==> src/rtl/ahb_lite_master.sv <==
// ahb_lite_master: pipelined single-channel AHB-Lite initiator.
// Turns a core valid/ready request port into NONSEQ SINGLE transfers.
//
// Ports:
//   HCLK, HRESETn          clock, async active-low reset
//   req_valid/req_ready    core request handshake
//   req_addr/write/size    request attributes (HSIZE encoding)
//   req_wdata/req_wstrb    write data and byte strobes
//   rsp_valid/rdata/err    one-cycle in-order response
//   H*                     AHB-Lite master bus signals
//
// Optional build macro: AHB_MASTER_ALIGN_CHECK_EN
//   Rejects misaligned / oversized requests locally with an
//   error response instead of issuing them on the bus.
module ahb_lite_master #(
  parameter int ADDR_WIDTH  = 32,
  parameter int WORD_WIDTH  = 32,
  parameter int HPROT_WIDTH = 4,
  parameter logic [HPROT_WIDTH-1:0] HPROT_VALUE = 4'b0011
) (
  input  logic                    HCLK,
  input  logic                    HRESETn,
  input  logic                    req_valid,
  output logic                    req_ready,
  input  logic [ADDR_WIDTH-1:0]   req_addr,
  input  logic                    req_write,
  input  logic [2:0]              req_size,
  input  logic [WORD_WIDTH-1:0]   req_wdata,
  input  logic [WORD_WIDTH/8-1:0] req_wstrb,
  output logic                    rsp_valid,
  output logic [WORD_WIDTH-1:0]   rsp_rdata,
  output logic                    rsp_err,
  output logic [ADDR_WIDTH-1:0]   HADDR,
  output logic [1:0]              HTRANS,
  output logic                    HWRITE,
  output logic [2:0]              HSIZE,
  output logic [2:0]              HBURST,
  output logic [HPROT_WIDTH-1:0]  HPROT,
  output logic                    HMASTLOCK,
  output logic [WORD_WIDTH-1:0]   HWDATA,
  output logic [WORD_WIDTH/8-1:0] HWSTRB,
  input  logic [WORD_WIDTH-1:0]   HRDATA,
  input  logic                    HREADY,
  input  logic                    HRESP
);

  localparam int SW = WORD_WIDTH / 8;
  localparam logic [2:0] MAXSZ = 3'($clog2(SW));

  typedef struct packed {
    logic                  v;
    logic [ADDR_WIDTH-1:0] addr;
    logic                  wr;
    logic [2:0]            size;
    logic [WORD_WIDTH-1:0] wdata;
    logic [SW-1:0]         wstrb;
  } slot_t;

  slot_t                 ap_q, ap_d;
  logic                  dp_v_q, dp_v_d;
  logic                  dp_wr_q, dp_wr_d;
  logic                  nonseq_q, nonseq_d;
  logic [WORD_WIDTH-1:0] hwdata_q, hwdata_d;
  logic [SW-1:0]         hwstrb_q, hwstrb_d;
  logic                  rsp_valid_q, rsp_valid_d;
  logic [WORD_WIDTH-1:0] rsp_rdata_q, rsp_rdata_d;
  logic                  rsp_err_q, rsp_err_d;

  logic ap_done;
  logic dp_done;
  logic accept;
  logic illegal;

`ifdef AHB_MASTER_ALIGN_CHECK_EN
  logic [ADDR_WIDTH-1:0] amask;
  assign amask = (ADDR_WIDTH'(1) << req_size)
               - ADDR_WIDTH'(1);
  assign illegal = (req_size > MAXSZ)
                || (|(req_addr & amask));
`else
  assign illegal = 1'b0;
`endif

  // A cancelled AP (HTRANS forced IDLE) must not count as done.
  assign ap_done = ap_q.v && nonseq_q
                && HREADY && !HRESP;
  assign dp_done = dp_v_q && HREADY;

  // Illegal requests bypass the bus, so they wait for an empty pipe
  // to keep responses in order.
  always_comb begin
    req_ready = 1'b0;
    if (HRESETn) begin
      if (illegal)
        req_ready = !ap_q.v && !dp_v_q;
      else
        req_ready = !ap_q.v || ap_done;
    end
  end

  assign accept = req_valid && req_ready;

  always_comb begin
    ap_d     = ap_q;
    dp_v_d   = dp_v_q;
    dp_wr_d  = dp_wr_q;
    hwdata_d = hwdata_q;
    hwstrb_d = hwstrb_q;
    if (ap_done) begin
      dp_v_d   = 1'b1;
      dp_wr_d  = ap_q.wr;
      hwdata_d = ap_q.wdata;
      hwstrb_d = ap_q.wstrb;
      ap_d.v   = 1'b0;
    end else if (dp_done) begin
      dp_v_d = 1'b0;
    end
    if (accept && !illegal) begin
      ap_d.v     = 1'b1;
      ap_d.addr  = req_addr;
      ap_d.wr    = req_write;
      ap_d.size  = req_size;
      ap_d.wdata = req_wdata;
      ap_d.wstrb = req_wstrb;
    end
    // First ERROR cycle: drop the pending address phase to IDLE.
    nonseq_d = ap_d.v;
    if (dp_v_q && HRESP && !HREADY)
      nonseq_d = 1'b0;
    rsp_valid_d = dp_done || (accept && illegal);
    rsp_err_d   = (dp_done && HRESP)
               || (accept && illegal);
    rsp_rdata_d = '0;
    if (dp_done && !dp_wr_q && !HRESP)
      rsp_rdata_d = HRDATA;
  end

  always_ff @(posedge HCLK or negedge HRESETn) begin
    if (!HRESETn) begin
      ap_q        <= '0;
      dp_v_q      <= 1'b0;
      dp_wr_q     <= 1'b0;
      nonseq_q    <= 1'b0;
      hwdata_q    <= '0;
      hwstrb_q    <= '0;
      rsp_valid_q <= 1'b0;
      rsp_rdata_q <= '0;
      rsp_err_q   <= 1'b0;
    end else begin
      ap_q        <= ap_d;
      dp_v_q      <= dp_v_d;
      dp_wr_q     <= dp_wr_d;
      nonseq_q    <= nonseq_d;
      hwdata_q    <= hwdata_d;
      hwstrb_q    <= hwstrb_d;
      rsp_valid_q <= rsp_valid_d;
      rsp_rdata_q <= rsp_rdata_d;
      rsp_err_q   <= rsp_err_d;
    end
  end

  assign HADDR     = ap_q.addr;
  assign HWRITE    = ap_q.wr;
  assign HSIZE     = ap_q.size;
  assign HTRANS    = {nonseq_q, 1'b0};
  assign HBURST    = 3'b000;
  assign HPROT     = HPROT_VALUE;
  assign HMASTLOCK = 1'b0;
  assign HWDATA    = hwdata_q;
  assign HWSTRB    = hwstrb_q;
  assign rsp_valid = rsp_valid_q;
  assign rsp_rdata = rsp_rdata_q;
  assign rsp_err   = rsp_err_q;

endmodule

==> config.mk <==
export PLATFORM = sky130hd
export DESIGN_NAME = ahb_lite_master
export DESIGN_NICKNAME = d
export VERILOG_FILES = /design/src/rtl/ahb_lite_master.sv
export SDC_FILE = /design/constraint.sdc
export NUM_CORES = 1
export LEC_CHECK = 0
export BUFFER_PORTS_ARGS = -buffer_cell sky130_fd_sc_hd__buf_2
export CORE_ASPECT_RATIO = 0.8
export CORE_MARGIN = 2
export CORE_UTILIZATION = 29
export DETAILED_ROUTE_END_ITERATION = 16
export SLEW_MARGIN = 25
export SYNTH_ARGS = -nofsm -noshare
export SYNTH_HDL_FRONTEND = slang
export SYNTH_SLANG_ARGS = --single-unit
export TNS_END_PERCENT = 30
==> constraint.sdc <==
create_clock -name HCLK -period 3.1 [get_ports HCLK]
set_clock_uncertainty 0.15 [all_clocks]
set_input_delay 0.155 -clock HCLK [delete_from_list [all_inputs] [get_ports HCLK]]
set_output_delay 0.155 -clock HCLK [all_outputs]
set_load 0.005 [all_outputs]
==> flow_summary.json <==
{
  "grt_pass1_wl_mm": 20.9,
  "dr_total_vias": 3775,
  "grt_use_total_pct": 13.1,
  "cts_buffers": 17,
  "ys_seq_area_share_pct": 65.0,
  "final_cell_mix": "buf_2 (215), dfrtp_1 (146), dlygate4sd3_1 (110)",
  "core_sq_mm": 0.0190,
  "worstSetupStartpointType": "input port",
  "fmax_mhz": 434,
  "crit_path_end_kind": "primary output",
  "clock_path_buffers": 2,
  "rows": 45,
  "regToRegSetupSlack_ps": 900,
  "fin_cells": 931,
  "grt_max_degree": 70,
  "slew_headroom_pct": 43.0,
  "path_clk_slew_ps": 60,
  "ir_drop_uv": 442,
  "rsz0062_at_grt": "no",
  "yosysUniqueCellTypes": 17,
  "criticalPathCategory": "in -> out",
  "first_pass_iters": 4,
  "start_util_pct": 29.6,
  "layout_commonest_cell": "buf_2",
  "drc": 0,
  "routed_wl_mm": 13.1,
  "rr_startpoint": "ap_q[72]",
  "final_max_slew_viol_count": 0,
  "max-cap-violations": 0,
  "fillers": 1690,
  "dieArea_sq_mm": 0.0205,
  "cts_tree": "done",
  "avgSynthCellArea_sq_um": 15.6,
  "min_path_cells": 3,
  "drive_gt1_share_pct": 54.2,
  "antenna_found_initial": 0,
  "r2r_end": "nonseq_q",
  "cp_max_fo": 39,
  "syn_to_final_growth_pct": 49.0,
  "nets": 769,
  "avgViaCountPerCell": 4.05,
  "clock_latency_ps": 420,
  "diodes": 0,
  "die_y_microns": 129,
  "cts_setup_buffers": 0,
  "reg2regPathDepth": 5,
  "tns_ps": 0,
  "clockRootBuffer": "clkbuf_16",
  "power.density_mw_per_mm2": 789,
  "wl_per_cell_microns": 14.1,
  "ys_seq_elements": 146,
  "grt_pass1_vias": 4121,
  "finalHoldViolations": 0,
  "tightest_slew_ps": 855,
  "utilization_pct": 44.1,
  "period_share_pct": 74.4,
  "setup_ws_ps": 794,
  "power_leakage_nw": 4.08,
  "worstPathArrival_ps": 2000,
  "drt_iter0_drc": 147,
  "placed_cells": 789,
  "gp_congestion": 0.742,
  "hold_class": "in -> reg",
  "io_buffers": 216,
  "ys_warn_count": 0,
  "status": "complete, no violations",
  "worstHoldEndpoint": "rsp_rdata[28]",
  "die_w_microns": 160,
  "dpl_worst_slack_ps": 968,
  "synthCells": 361,
  "post-route-min-period_ps": 2310,
  "htreeDepth": 4,
  "cts.sinks": 146,
  "place_hpwl_mm": 8.28,
  "crit_required_ps": 2790,
  "setup_viol": 0,
  "syn_area_sq_mm": 0.00562,
  "pin_count": 226,
  "worstHoldStart": "HRDATA[28]",
  "gr-total-overflow": 0,
  "antenna_left": 0
}
-- flip-flops by register name, summed over array words and instances, names as in the netlist, 3 cells and up --
signal,count
HWSTRB,4
rsp_rdata,32
ap_q,37
HWDATA,32
HADDR,32
HSIZE,3
-- through the flow --
step	hold slack [ps]	cell area (sq um)	power (W)
after floorplan	-291	5650	0.00402
after global placement	-174	6690	0.00443
after detailed placement	-170	6690	0.00452
after CTS	298	8380	0.00671
after global routing	311	8380	0.00703
final	324	8380	0.00661
-- cells in the mapped netlist (all sizes together) --
cell type / number / area (sq um)
dfrtp: 146 / 3650
mux2: 109 / 1230
buf: 56 / 437
and2: 33 / 206
clkbuf: 3 / 11.3
nand2: 3 / 11.3
conb: 2 / 7.51
inv: 2 / 7.51
a21oi: 1 / 16.3
a32oi: 1 / 8.76
and3: 1 / 6.26
nand4b: 1 / 15.0
nor2: 1 / 3.75
nor4: 1 / 6.26
o21ai: 1 / 5.00
-- power by group --
group / leakage, nW / switching (W) / internal [W]
combinational: 2.00 / 0.000591 / 0.00102
clock: 0.279 / 0.000807 / 0.00123
sequential: 1.79 / 0.000345 / 0.00262
total: 4.08 / 0.00174 / 0.00486
-- worst max-delay path by stage --
stage	startpoint	endpoint	slack, ps	cells past startpoint
final	HRESP	req_ready	790	7
after global routing	HRESP	req_ready	640	7
after CTS	ap_q[72]	req_ready	750	5
after detailed placement	ap_q[72]	HADDR[21]	970	4
after global placement	ap_q[72]	HADDR[19]	1000	4
after floorplan	ap_q[72]	HADDR[0]	1420	4
-- cell families (layout without fill, tap and decap cells) --
kind of cell / after synthesis / count (layout) / synth area share [%]
AOI/OAI and AO/OA: 3 / 3 / 0.534
other: 2 / 9 / 0.134
and+or+nand+nor: 40 / 40 / 4.43
DFF: 146 / 146 / 65.0
muxes: 109 / 109 / 21.8
buffers and inverters: 61 / 366 / 8.10
-- layer usage --
metal | track usage (%) | part of all wire [%] | wire [microns]
met4 | 5.72 | 2.0 | 260
met1 | 14.9 | 40 | 5280
met2 | 22.2 | 51 | 6650
met5 | 0 | 0 | 0
met3 | 5.13 | 6.8 | 892
-- critical path: stages --
cell and delay, ps:
dlygate4sd3_1 540, buf_2 150, nand4b_2 160, buf_4 500
nand2_1 170, and2_1 190, buf_2 130
-- final cells by class --
cell class / instances / area (sq um) / share of cell area [%]
clock inverters: 12 / 131 / 1.57
repair buffers: 332 / 2260 / 27.0
well taps: 258 / 323 / 3.85
inverters: 2 / 7.51 / 0.0896
clock buffers: 20 / 457 / 5.45
multi-input cells: 161 / 1550 / 18.5
flip-flops and latches: 146 / 3650 / 43.6
-- repair_timing --
action                                  CTS  global route
endpoints found under the hold margin   255             0
resized for setup                         0             0
hold buffers                            110             0
endpoints found under the setup margin    0             0
(Power assumes the default switching activity.)
